--- src/rtl/mc_ctrl_fsm.sv ---
// mc_ctrl_fsm: main control state machine for the multicycle MIPS datapath.
// It decodes IR[31:26] into datapath strobes, handles memory ready/wait,
// supports lw/sw/R-type/beq/bne/j/addi, and halts on illegal opcodes or
// memory timeouts.
// Optional feature macro: MC_PERF_CNT_EN builds the retired-instruction
// counter; without it instr_count is tied to zero.
module mc_ctrl_fsm #(
   parameter int OPCODE_W    = 6,
   parameter int MEM_TIMEOUT = 15,
   parameter int TMO_W       = 4,
   parameter int CNT_W       = 32
) (
   input  logic                clk,
   input  logic                rst_n,
   input  logic [OPCODE_W-1:0] opcode,
   input  logic                mem_ready,
   output logic                PCWriteCond,
   output logic                PCWrite,
   output logic                IorD,
   output logic                MemRead,
   output logic                MemWrite,
   output logic                MemtoReg,
   output logic                IRWrite,
   output logic                RegDst,
   output logic                RegWrite,
   output logic                ALUSrcA,
   output logic [1:0]          ALUSrcB,
   output logic [1:0]          ALUOp,
   output logic [1:0]          PCSource,
   output logic                branch_ne,
   output logic [3:0]          state,
   output logic                retire,
   output logic [CNT_W-1:0]    instr_count,
   output logic                illegal_op,
   output logic                mem_timeout
);

   typedef enum logic [3:0] {
      S_FETCH   = 4'd0,
      S_DECODE  = 4'd1,
      S_MEMADR  = 4'd2,
      S_MEMRD   = 4'd3,
      S_MEMWB   = 4'd4,
      S_MEMWR   = 4'd5,
      S_EXEC    = 4'd6,
      S_RWB     = 4'd7,
      S_BRANCH  = 4'd8,
      S_JUMP    = 4'd9,
      S_ADDI_EX = 4'd10,
      S_ADDI_WB = 4'd11,
      S_HALT    = 4'd12
   } state_t;

   localparam logic [OPCODE_W-1:0] OP_RTYPE = OPCODE_W'(6'b000000);
   localparam logic [OPCODE_W-1:0] OP_LW    = OPCODE_W'(6'b100011);
   localparam logic [OPCODE_W-1:0] OP_SW    = OPCODE_W'(6'b101011);
   localparam logic [OPCODE_W-1:0] OP_BEQ   = OPCODE_W'(6'b000100);
   localparam logic [OPCODE_W-1:0] OP_BNE   = OPCODE_W'(6'b000101);
   localparam logic [OPCODE_W-1:0] OP_J     = OPCODE_W'(6'b000010);
   localparam logic [OPCODE_W-1:0] OP_ADDI  = OPCODE_W'(6'b001000);

   state_t           state_q;
   state_t           state_d;
   logic [TMO_W-1:0] wait_cnt;
   logic             mem_wait_state;
   logic             timeout_hit;
   logic             set_illegal;
   logic             set_timeout;

   assign state = state_q;

   // States in which the wait counter runs while memory is not ready.
   assign mem_wait_state = (state_q == S_FETCH) || (state_q == S_MEMRD) ||
                           (state_q == S_MEMWR);

   // Timeout fires only while still waiting; a ready in the same cycle wins.
   assign timeout_hit = (MEM_TIMEOUT != 0) && !mem_ready &&
                        (wait_cnt == TMO_W'(MEM_TIMEOUT));

   // State register.
   always_ff @(posedge clk or negedge rst_n) begin
      // NOTE: sequential state uses non-blocking assignments so every register
      // samples the pre-edge values regardless of block ordering.
      if (!rst_n) state_q <= S_FETCH;
      else        state_q <= state_d;
   end

   // Next-state logic and Moore output decode.
   always_comb begin
      // NOTE: every output gets a default before the case so no path leaves
      // a signal unassigned, which would otherwise infer a latch.
      state_d     = state_q;
      set_illegal = 1'b0;
      set_timeout = 1'b0;
      PCWriteCond = 1'b0;
      PCWrite     = 1'b0;
      IorD        = 1'b0;
      MemRead     = 1'b0;
      MemWrite    = 1'b0;
      MemtoReg    = 1'b0;
      IRWrite     = 1'b0;
      RegDst      = 1'b0;
      RegWrite    = 1'b0;
      ALUSrcA     = 1'b0;
      ALUSrcB     = 2'b00;
      ALUOp       = 2'b00;
      PCSource    = 2'b00;
      branch_ne   = 1'b0;
      retire      = 1'b0;

      case (state_q)
         S_FETCH: begin
            MemRead = 1'b1;
            ALUSrcB = 2'b01;
            IRWrite = mem_ready;
            PCWrite = mem_ready;
            if (mem_ready) begin
               state_d = S_DECODE;
            end else if (timeout_hit) begin
               state_d     = S_HALT;
               set_timeout = 1'b1;
            end
         end
         S_DECODE: begin
            ALUSrcB = 2'b11;
            case (opcode)
               OP_RTYPE:      state_d = S_EXEC;
               OP_LW, OP_SW:  state_d = S_MEMADR;
               OP_BEQ, OP_BNE: state_d = S_BRANCH;
               OP_J:          state_d = S_JUMP;
               OP_ADDI:       state_d = S_ADDI_EX;
               default: begin
                  state_d     = S_HALT;
                  set_illegal = 1'b1;
               end
            endcase
         end
         S_MEMADR: begin
            ALUSrcA = 1'b1;
            ALUSrcB = 2'b10;
            state_d = (opcode == OP_SW) ? S_MEMWR : S_MEMRD;
         end
         S_MEMRD: begin
            MemRead = 1'b1;
            IorD    = 1'b1;
            if (mem_ready) begin
               state_d = S_MEMWB;
            end else if (timeout_hit) begin
               state_d     = S_HALT;
               set_timeout = 1'b1;
            end
         end
         S_MEMWB: begin
            MemtoReg = 1'b1;
            RegWrite = 1'b1;
            retire   = 1'b1;
            state_d  = S_FETCH;
         end
         S_MEMWR: begin
            MemWrite = 1'b1;
            IorD     = 1'b1;
            if (mem_ready) begin
               retire  = 1'b1;
               state_d = S_FETCH;
            end else if (timeout_hit) begin
               state_d     = S_HALT;
               set_timeout = 1'b1;
            end
         end
         S_EXEC: begin
            ALUSrcA = 1'b1;
            ALUOp   = 2'b10;
            state_d = S_RWB;
         end
         S_RWB: begin
            RegDst   = 1'b1;
            RegWrite = 1'b1;
            retire   = 1'b1;
            state_d  = S_FETCH;
         end
         S_BRANCH: begin
            ALUSrcA     = 1'b1;
            ALUOp       = 2'b01;
            PCWriteCond = 1'b1;
            PCSource    = 2'b01;
            branch_ne   = opcode[0];
            retire      = 1'b1;
            state_d     = S_FETCH;
         end
         S_JUMP: begin
            PCWrite  = 1'b1;
            PCSource = 2'b10;
            retire   = 1'b1;
            state_d  = S_FETCH;
         end
         S_ADDI_EX: begin
            ALUSrcA = 1'b1;
            ALUSrcB = 2'b10;
            state_d = S_ADDI_WB;
         end
         S_ADDI_WB: begin
            RegWrite = 1'b1;
            retire   = 1'b1;
            state_d  = S_FETCH;
         end
         S_HALT: begin
            state_d = S_HALT;
         end
         default: begin
            state_d = S_FETCH;
         end
      endcase

      // Architectural write strobes stay quiet for the whole reset window,
      // even though the reset state's decode would raise some of them.
      if (!rst_n) begin
         PCWrite     = 1'b0;
         PCWriteCond = 1'b0;
         IRWrite     = 1'b0;
         RegWrite    = 1'b0;
         MemWrite    = 1'b0;
      end
   end

   // Memory wait counter: cleared on any state change, counts stall cycles.
   always_ff @(posedge clk or negedge rst_n) begin
      if (!rst_n) begin
         wait_cnt <= '0;
      end else if (state_d != state_q) begin
         wait_cnt <= '0;
      end else if (mem_wait_state && !mem_ready) begin
         wait_cnt <= wait_cnt + 1'b1;
      end
   end

   // Sticky halt-cause flags, cleared only by reset.
   always_ff @(posedge clk or negedge rst_n) begin
      if (!rst_n) begin
         illegal_op  <= 1'b0;
         mem_timeout <= 1'b0;
      end else begin
         if (set_illegal) illegal_op  <= 1'b1;
         if (set_timeout) mem_timeout <= 1'b1;
      end
   end

`ifdef MC_PERF_CNT_EN
   // Retired-instruction counter, wraps naturally at 2^CNT_W.
   always_ff @(posedge clk or negedge rst_n) begin
      if (!rst_n)      instr_count <= '0;
      else if (retire) instr_count <= instr_count + CNT_W'(1);
   end
`else
   assign instr_count = '0;
`endif

endmodule

--- config.mk ---
export PLATFORM = sky130hd
export DESIGN_NAME = mc_ctrl_fsm
export DESIGN_NICKNAME = d
export VERILOG_FILES = /design/src/rtl/mc_ctrl_fsm.sv
export SDC_FILE = /design/constraint.sdc
export NUM_CORES = 1
export LEC_CHECK = 0
export CORE_MARGIN = 4
export CORE_UTILIZATION = 68
export DETAILED_ROUTE_END_ITERATION = 8
export DONT_BUFFER_PORTS = 1
export GPL_TIMING_DRIVEN = 0
export PLACE_DENSITY = 0.84
export SLEW_MARGIN = 20
export SYNTH_ARGS = -nofsm -noshare
export SYNTH_HDL_FRONTEND = slang
export SYNTH_SLANG_ARGS = --single-unit
--- constraint.sdc ---
create_clock -name clk -period 3.49 [get_ports clk]
set_clock_uncertainty 0.1 [all_clocks]
set_input_delay 0.349 -clock clk [delete_from_list [all_inputs] [get_ports clk]]
set_output_delay 0.349 -clock clk [all_outputs]
set_load 0.03 [all_outputs]
Yosys cells after proc, flatten, opt, wreduce, memory -nomap -nowiden
Index checks and enable logic that the tools add are counted.
{ "word_totals": {"reg_bits": 10, "in_bits": 9, "output_inout_bits": 56, "wordCells": 78} }
{ "classes": {"add_sub_neg": 1, "n_eq_ne": 20, "mux": 35, "reduce_logical": 18} }
{ "op_table": {"columns": ["cell", "count"], "rows": [
  ["$pmux W4 S8", 1],
  ["$eq A4 B4 Y1 const B", 6],
  ["$mux W4", 6],
  ["$mux W1", 21],
  ["$pmux W4 S5", 1],
  ["$eq A4 B3 Y1 const B", 4],
  ["$eq A6 B3 Y1 const B", 2],
  ["$eq A6 B6 Y1 const B", 2],
  ["$reduce_or A2 Y1", 5],
  ["$eq A4 B2 Y1 const B", 2],
  ["$pmux W2 S2", 2],
  ["$reduce_or A7 Y1", 1],
  ["$eq A6 B2 Y1 const B", 1],
  ["$eq A6 B4 Y1 const B", 1],
  ["$logic_not A6 Y1", 1],
  ["$pmux W2 S3", 1],
  ["$reduce_or A3 Y1", 2],
  ["$reduce_or A5 Y1", 1],
  ["$add A4 B1 Y4 const B", 1],
  ["$eq A4 B1 Y1 const B", 1],
  ["$logic_not A4 Y1", 1],
  ["$ne A4 B4 Y1", 1],
  ["$pmux W1 S2", 2],
  ["$reduce_or A4 Y1", 1],
  ["5 further kinds", 7]
]} }

Depth between registers and ports, before layout
Gate-level depths: netlist (run 1).
{ "depth": {"ltp_word": 7, "mapped_depth": 7, "depth_no_buf": 6} }

Worst setup path after synthesis (run 1)
Ideal clock, no wire load.
{ "synth_timing": {"path_type": "register to output", "from": "register state_q[1] (netlist: state[1])", "to": "output port PCWriteCond", "arrival_ns": 2.207, "t_required_ns": 3.041, "setup_slack_ns": 0.834, "stages_incl_launch_ff": 5, "path_buffers": 2, "path_cell_list": "dfrtp_1 clkbuf_1 clkbuf_1 nor3_1 and2_1"} }
{ "synth_via": {"elab_chain_len": 3} }
{ "synth_rtl": {"columns": ["item", "line", "rtl"], "rows": [
  ["start: declaration", "62", "state_t state_q;"],
  ["start signal: assignment", "85", "else state_q <= state_d;"],
  ["$eq A4 B4 Y1", "111", "case (state_q)"],
  ["$mux W1", "111", null],
  ["$mux W1", "216", "if (!rst_n) begin"],
  ["end: declaration", "17", "output logic PCWriteCond,"]
]} }
No other way between the ends.

Final worst setup path (run 1)
{ "layout_timing": {"from": "register state_q[1] (netlist: state[1])", "to": "output port IorD"} }
{ "layout_via": {"elab_chain_len": 3, "elab_cells_between_ends": 4, "cone_classes": "2 x eq/ne; 1 x mux; 1 x reduce/logical"} }
{ "layout_rtl": {"columns": ["item", "line", "rtl"], "rows": [
  ["$eq A4 B2 Y1 / $eq A4 B3 Y1 (equally long branches)", "111", null],
  ["$reduce_or A2 Y1 (no line) *", null, null],
  ["$mux W1 *", "111", null],
  ["end: declaration", "19", "output logic IorD,"]
]} }
Mark *: on every way between the ends. The rest lies on a longest branch, timed or not.

==> PnR_summary.wiki, run 1 <==
{| class="wikitable"
! Metric !! Value
|-
| Cell breakdown of the critical path || clkbuf_1 -> clkbuf_1 -> xnor2_1 -> nor3_1
|-
| Unrepaired setup endpoints after global routing || no
|-
| Clock Pin Slew Worst Setup and Hold Paths || approximately 0.060 ns
|-
| DRT Wirelength || about 3500 um
|-
| Cell type with the largest total area after synthesis || sky130_fd_sc_hd__dfrtp_1
|-
| Flip-flop and latch count after synthesis || 10
|-
| Cts bufs inserted || 3
|-
| Final worst path period share || 87.6%
|-
| Area of the multi-input gates || 822 um2
|-
| Cell with the largest stage delay on the worst path || sky130_fd_sc_hd__nor3_1
|-
| Leading register cell type out of synthesis || sky130_fd_sc_hd__dfrtp_1
|-
| Largest voltage drop on the vdd net || ~0.00054 V
|-
| Global placer's final weighted congestion || just over 0.9
|-
| Post-layout instance area || 1490 um2
|-
| EDFF count, synth || 0
|-
| R2R setup slack || just under 1 ns
|-
| Area taken by flip-flops and latches || 250 um2
|-
| Die Height || 51.3 um
|-
| Path type of the worst min-delay path || input pin to flop
|-
| Critical Path Sink Type || primary output
|-
| Warnings from Yosys || 0
|-
| Worst Max-Slew Pin Slew || around 0.93 ns
|-
| Max-slew violation count || 0
|-
| GRT overflow || 0
|-
| Global-route wire length before repair || 5420 um
|-
| DR DRC count || 0
|-
| Depth of the most critical reg-to-reg path || 6
|-
| Tmin final || slightly above 3 ns
|-
| Via count of the first global-routing pass || 1165
|-
| CP peak stage delay || 0.74 ns
|-
| Fmax || 327 MHz
|-
| Ports placed on the boundary || 65
|-
| Fraction of registers with async set/reset || 100%
|-
| Later-pin clock latency in the skew report || approximately 0.26 ns
|-
| Aggregate negative setup slack || 0 ns
|-
| Routed Antenna Nets || 0
|-
| Via-to-Cell Ratio || 5.78
|-
| Result of the run || complete, no violations
|-
| Number of maximum-capacitance violations || 0
|-
| Cell family with the largest share of critical-path delay || buffers and inverters
|-
| Total clock sinks || 10
|-
| Post-Syn Instances || 157
|-
| Maximum number of pins on one net before global-route repair || 11
|-
| Antenna violations before repair || 0
|-
| Post-CTS setup buffer count || 0
|-
| Effective utilization at floorplan || roughly three quarters
|-
| TritonCTS clock tree || built
|-
| Final-report hold violation count || 0
|-
| Power per cell area || 754 nW/um2
|-
| Total placed instance area || between 1000 and 1500 um2
|-
| Layout overhead on the synthesized area || 16.6%
|-
| Synth cell types || 51
|-
| Fraction of final layout cells sized beyond drive strength 1 || 28.0%
|-
| Max H-tree Level || 1
|-
| Worst slew slack as a fraction of its limit || 37.3%
|-
| Most common library cell in the layout ignoring fill and taps || sky130_fd_sc_hd__buf_4
|-
| Cell repeated most along the worst path || sky130_fd_sc_hd__clkbuf_1
|-
| Path type of the worst setup path || flop to primary output
|-
| DR pass1 iterations || 4
|-
| Mean routed wirelength per cell || 16.1 um
|-
| Count of fill cells added during filler insertion || 110
|-
| Element type at the critical path start || flop
|-
| Horizontal die dimension || 51.3 um
|-
| Core box area || roughly 1700 um2
|-
| Reg-to-reg startpoint || state[1]$_DFF_PN0_
|-
| Crit path buffers/inverters || 2
|-
| Diodes inserted || 0
|-
| Initial drt markers || 86
|-
| Most frequent cells in the layout || 33 x sky130_fd_sc_hd__buf_4, 32 x sky130_fd_sc_hd__conb_1, 10 x sky130_fd_sc_hd__dfrtp_1, 8 x sky130_fd_sc_hd__nor2_1
|-
| Worst hold stages || 2
|-
| Largest cells by area after synthesis || sky130_fd_sc_hd__dfrtp_1 20%, sky130_fd_sc_hd__buf_4 19%, sky130_fd_sc_hd__nor4_1 2.9%
|-
| All-Layer GR Usage || 26.7%
|-
| Clock tree buffer depth || 2
|-
| Library cell used as clock root buffer || sky130_fd_sc_hd__clkbuf_4
|-
| Critical path data required time || 3.04 ns
|-
| Via count of the routed design || 1260
|-
| Arrival time worst endpoint || about 2.6 ns
|-
| Min-Delay Startpoint || opcode[3]
|-
| Rows || 15
|-
| Lkg Pwr || approximately 0.72 nW
|-
| Critical path fanouts, max || 10
|-
| Post-synthesis instance area || approximately 1300 um2
|-
| Area share of the largest cell type after synthesis || approximately 20%
|-
| Destination of the worst register-to-register timing path || wait_cnt[2]$_DFFE_PN0P_
|-
| Die outline area || 2640 um2
|-
| Final-stage net count || 204
|-
| Post-synthesis sequential area ratio || 19.6%
|-
| Port-buffer cells || 0
|-
| Setup violation total in the final timing report || 0
|-
| Syn_area_per_cell || 8.14 um2
|-
| Placed wire-length estimate after detailed placement || 2650 um
|-
| Worst Hold Endpoint || illegal_op$_DFFE_PN0P_
|}
[routing by layer]
layer	GRT usage [%]	up-vias	part of all wire, %
met5	0	-	0
met4	12.7	0	3.0
met3	3.21	18	11
met2	45.7	99	49
met1	33.2	566	37
li1	-	577	-
[layout make-up]
class                      count  share of cell area, %
multi-input combinational    132                   55.2
inverter                       4                   1.01
buffer                        42                   21.8
tap                           25                   2.10
clock buffer                   4                   2.44
timing repair buffer           1                  0.672
sequential                    10                   16.8
[repair_timing]
action	in CTS	in global routing
resized for setup	0	0
hold endpoints to repair	10	0
hold buffers	1	0
[logic make-up (layout without fill, tap and decap cells)]
kind of cell             after synthesis  count (layout)  synth area share, %
adder cells (fa/ha/maj)                1               1                0.979
AND/OR/NAND/NOR                       61              61                 28.6
flip-flops                            10              10                 19.6
buffers and inverters                 46              51                 26.5
AO/OA/AOI/OAI                         31              31                 19.1
multiplexers                           1               1                0.784
XOR/XNOR                               6               6                 4.11
other                                  1              32                0.294
[per-stage QoR]
stage | total power [mW] | hold WS (ns) | util [%] | setup slack, ns | cells
floorplan | 0.885 | -0.0466 | - | 0.834 | 188
global placement | 0.972 | -0.0459 | 81.6 | 0.577 | 213
detailed placement | 1.00 | -0.0461 | 82.4 | 0.520 | 213
CTS | 1.11 | 0.226 | 85.0 | 0.226 | 218
global route | 1.19 | 0.238 | 85.3 | 0.356 | 218
finish | 1.12 | 0.242 | 85.3 | 0.433 | 218
[state kept, by name (all words and copies together), names as in the netlist]
register,flops
mem_timeout,1
illegal_op,1
state,4
wait_cnt,4
[worst max-delay path by stage]
stage | slack, ns | cells past startpoint | start | end
after floorplan | 0.83 | 4 | state[1]$_DFF_PN0_ | PCWriteCond
after global placement | 0.58 | 4 | state[1]$_DFF_PN0_ | branch_ne
after detailed placement | 0.52 | 4 | state[1]$_DFF_PN0_ | branch_ne
after CTS | 0.23 | 4 | state[1]$_DFF_PN0_ | branch_ne
after global routing | 0.36 | 4 | state[1]$_DFF_PN0_ | IorD
final | 0.43 | 4 | state[1]$_DFF_PN0_ | IorD
[where the power goes]
group / leakage, nW / internal, mW / total (mW) / switching [mW]
Sequential: 0.132 / 0.138 / 0.200 / 0.0621
Combinational: 0.564 / 0.264 / 0.821 / 0.557
Clock: 0.0210 / 0.0633 / 0.102 / 0.0383
Total: 0.717 / 0.466 / 1.12 / 0.657
[worst reg2reg max path: stages (launching register included)]
cell and delay [ns]:
sky130_fd_sc_hd__dfrtp_1 0.54, sky130_fd_sc_hd__clkbuf_1 0.40, sky130_fd_sc_hd__clkbuf_1 0.49, sky130_fd_sc_hd__nand4_1 0.23
sky130_fd_sc_hd__o221ai_1 0.15, sky130_fd_sc_hd__o31ai_2 0.16, sky130_fd_sc_hd__nor4_1 0.34
[synthesized netlist by cell type (3+ instances only)]
cell type / instances
sky130_fd_sc_hd__dfrtp_1: 10
sky130_fd_sc_hd__and2_1: 4
sky130_fd_sc_hd__clkbuf_1: 4
sky130_fd_sc_hd__buf_4: 33
sky130_fd_sc_hd__nand3_1: 3
sky130_fd_sc_hd__nand2_1: 7
sky130_fd_sc_hd__buf_6: 3
sky130_fd_sc_hd__nor4b_1: 3
sky130_fd_sc_hd__xor2_1: 3
sky130_fd_sc_hd__a21oi_1: 7
sky130_fd_sc_hd__inv_1: 3
sky130_fd_sc_hd__nor4_1: 6
sky130_fd_sc_hd__nor2_1: 8
sky130_fd_sc_hd__o21ai_0: 4
sky130_fd_sc_hd__nand2b_1: 5
sky130_fd_sc_hd__xnor2_1: 3
sky130_fd_sc_hd__nor3_1: 7
(Power assumes the default switching activity.)
==> run 2, diff against run 1 <==
CORE_MARGIN = 2   (was 4)
==> run 2 against run 1 <==
Sequential share of layout area unchanged. Die area decreased by 15%. Sequential cell count stayed put. Sequential power about the same. Cell count stayed put. Final area stayed put. Clock power grew 6%. Routed wire length down 5.9%.
==> PnR_summary.wiki, run 2 (synthesized netlist as in run 1, its figures left out) <==
{| class="wikitable"
! Metric !! Value
|-
| Via count of the routed design || 1259
|-
| Via count of the first global-routing pass || 1090
|-
| Horizontal die dimension || about 47 um
|-
| GRT overflow || 0
|-
| Setup violation total in the final timing report || 0
|-
| Aggregate negative setup slack || 0 ns
|-
| Switching pwr || 0.654 mW
|-
| DR DRC count || 0
|-
| Fmax || roughly 330 MHz
|-
| Internal Power || around 0.47 mW
|-
| Tmin final || approximately 3 ns
|-
| Rows || 15
|-
| Final worst path period share || around 86%
|-
| Library cell used as clock root buffer || sky130_fd_sc_hd__clkbuf_4
|-
| Power per cell area || 752 nW/um2
|-
| Fraction of final layout cells sized beyond drive strength 1 || 28.0%
|-
| Effective utilization at floorplan || 73.2%
|-
| Total clock sinks || 10
|-
| Cell breakdown of the critical path || clkbuf_1 -> clkbuf_1 -> xnor2_1 -> nor3_1
|-
| All-Layer GR Usage || 31.1%
|-
| Most frequent cells in the layout || 33 x sky130_fd_sc_hd__buf_4, 32 x sky130_fd_sc_hd__conb_1, 10 x sky130_fd_sc_hd__dfrtp_1, 8 x sky130_fd_sc_hd__nor2_1
|-
| Port-buffer cells || 0
|-
| Antenna violations before repair || 0
|-
| Diodes inserted || 0
|-
| Path type of the worst min-delay path || input pin to flop
|-
| Routed Antenna Nets || 0
|-
| Critical path data required time || between 3 and 4 ns
|-
| Cell repeated most along the worst path || sky130_fd_sc_hd__clkbuf_1
|-
| Cts bufs inserted || 3
|-
| Element type at the critical path start || flop
|-
| Proportion of total power due to net switching || 58.4%
|-
| Ports placed on the boundary || 65
|-
| Lkg Pwr || around 0.72 nW
|-
| Global-route wire length before repair || 4840 um
|-
| Layout overhead on the synthesized area || 16.6%
|-
| Via-to-Cell Ratio || 5.78
|-
| Max-slew violation count || 0
|-
| Critical Path Sink Type || primary output
|-
| Maximum number of pins on one net before global-route repair || 11
|-
| Die outline area || 2240 um2
|-
| Die Height || about 47 um
|-
| Later-pin clock latency in the skew report || 0.28 ns
|-
| Most common library cell in the layout ignoring fill and taps || sky130_fd_sc_hd__buf_4
|-
| Cell with the largest stage delay on the worst path || sky130_fd_sc_hd__nor3_1
|-
| Worst Max-Slew Pin Slew || 0.909 ns
|-
| TritonCTS clock tree || built
|-
| Path type of the worst setup path || flop to primary output
|-
| Result of the run || complete, no violations
|-
| Post-CTS setup buffer count || 0
|-
| Mean routed wirelength per cell || about 15 um
|-
| CP peak stage delay || between 0.7 and 0.8 ns
|-
| Clock Pin Slew Worst Setup and Hold Paths || 0.07 ns
|-
| Final-report hold violation count || 0
|-
| Worst slew slack as a fraction of its limit || a little under 40%
|-
| Proportion of power drawn by flip-flops and latches || 17.9%
|-
| Final-stage net count || 204
|-
| Initial drt markers || 64
|-
| DRT Wirelength || about 3300 um
|-
| Placed wire-length estimate after detailed placement || between 2000 and 3000 um
|-
| Number of maximum-capacitance violations || 0
|-
| R2R setup slack || about 0.97 ns
|-
| Arrival time worst endpoint || 2.57 ns
|-
| Critical path fanouts, max || 10
|-
| Combinational cell fraction of total power || 72.5%
|-
| Max H-tree Level || 1
|-
| Clock Power Share || 9.6%
|-
| Core box area || 1750 um2
|-
| Clock tree buffer depth || 2
|-
| DR pass1 iterations || 5
|-
| Global placer's final weighted congestion || 0.877
|-
| Largest voltage drop on the vdd net || 0.000658 V
|-
| Unrepaired setup endpoints after global routing || no
|-
| Total design power || 1.12 mW
|}
==> run 2: critical path, delay by kind of cell, from the launching register on <==
family,cells,cell delay (ns)
DFF,1,0.55
and+or+nand+nor,1,0.72
xor gates and xnor gates,1,0.15
buffers and inverters,2,0.87
==> run 2: final timing paths <==
path,startpoint,cells after the start,end
setup / recovery,state[1]$_DFF_PN0_,4,IorD
hold / removal,opcode[3],2,illegal_op$_DFFE_PN0P_
setup reg to reg,state[0]$_DFF_PN0_,6,wait_cnt[3]$_DFFE_PN0P_
hold reg to reg,wait_cnt[0]$_DFFE_PN0P_,2,wait_cnt[0]$_DFFE_PN0P_
max in group asynchronous,rst_n,1,state[3]$_DFF_PN0_
min in group asynchronous,rst_n,1,illegal_op$_DFFE_PN0P_
==> run 2: routing by layer <==
metal  vias up  wire length [um]  global-route usage, %
met5         -                 0                      0
met4         0               111                   12.8
met3        16               352                   4.23
met2       106              1680                   57.6
met1       561              1160                   35.2
li1        576                 -                      -
==> run 2: area by class of cell <==
cell class	instances	area, um2
plain buffers	42	324
clock buffers	4	36.3
fillers	112	256
inverters	4	15.0
multi-input cells	132	822
flip-flops and latches	10	250
well taps	25	31.3
repair buffers	1	10.0
==> run 2: metrics by stage <==
| step | setup slack (ns) | std cells | hold slack, ns | utilization [%] | cell area (um2) |
|---|---|---|---|---|---|
| after detailed placement | 0.550 | 213 | -0.0462 | 82.4 | 1440 |
| after CTS | 0.257 | 218 | 0.188 | 85.0 | 1480 |
| final | 0.472 | 218 | 0.190 | 85.3 | 1490 |
| after global routing | 0.365 | 218 | 0.204 | 85.3 | 1490 |
| after global placement | 0.595 | 213 | -0.0462 | 81.6 | 1430 |
| after floorplan | 0.834 | 188 | -0.0466 | - | 1390 |
==> run 2: power by group through the flow <==
stage	logic (mW)	clock network (mW)	registers, mW
final	0.812	0.108	0.201
after global routing	0.866	0.111	0.203
after CTS	0.798	0.106	0.200
after detailed placement	0.796	0	0.202
after global placement	0.771	0	0.199
after floorplan	0.691	0	0.195
==> run 2: what timing repair did <==
action	in CTS	in global routing
endpoints found under the hold margin	10	0
endpoints found under the setup margin	0	0
gates resized for setup	0	0
hold buffers	1	0
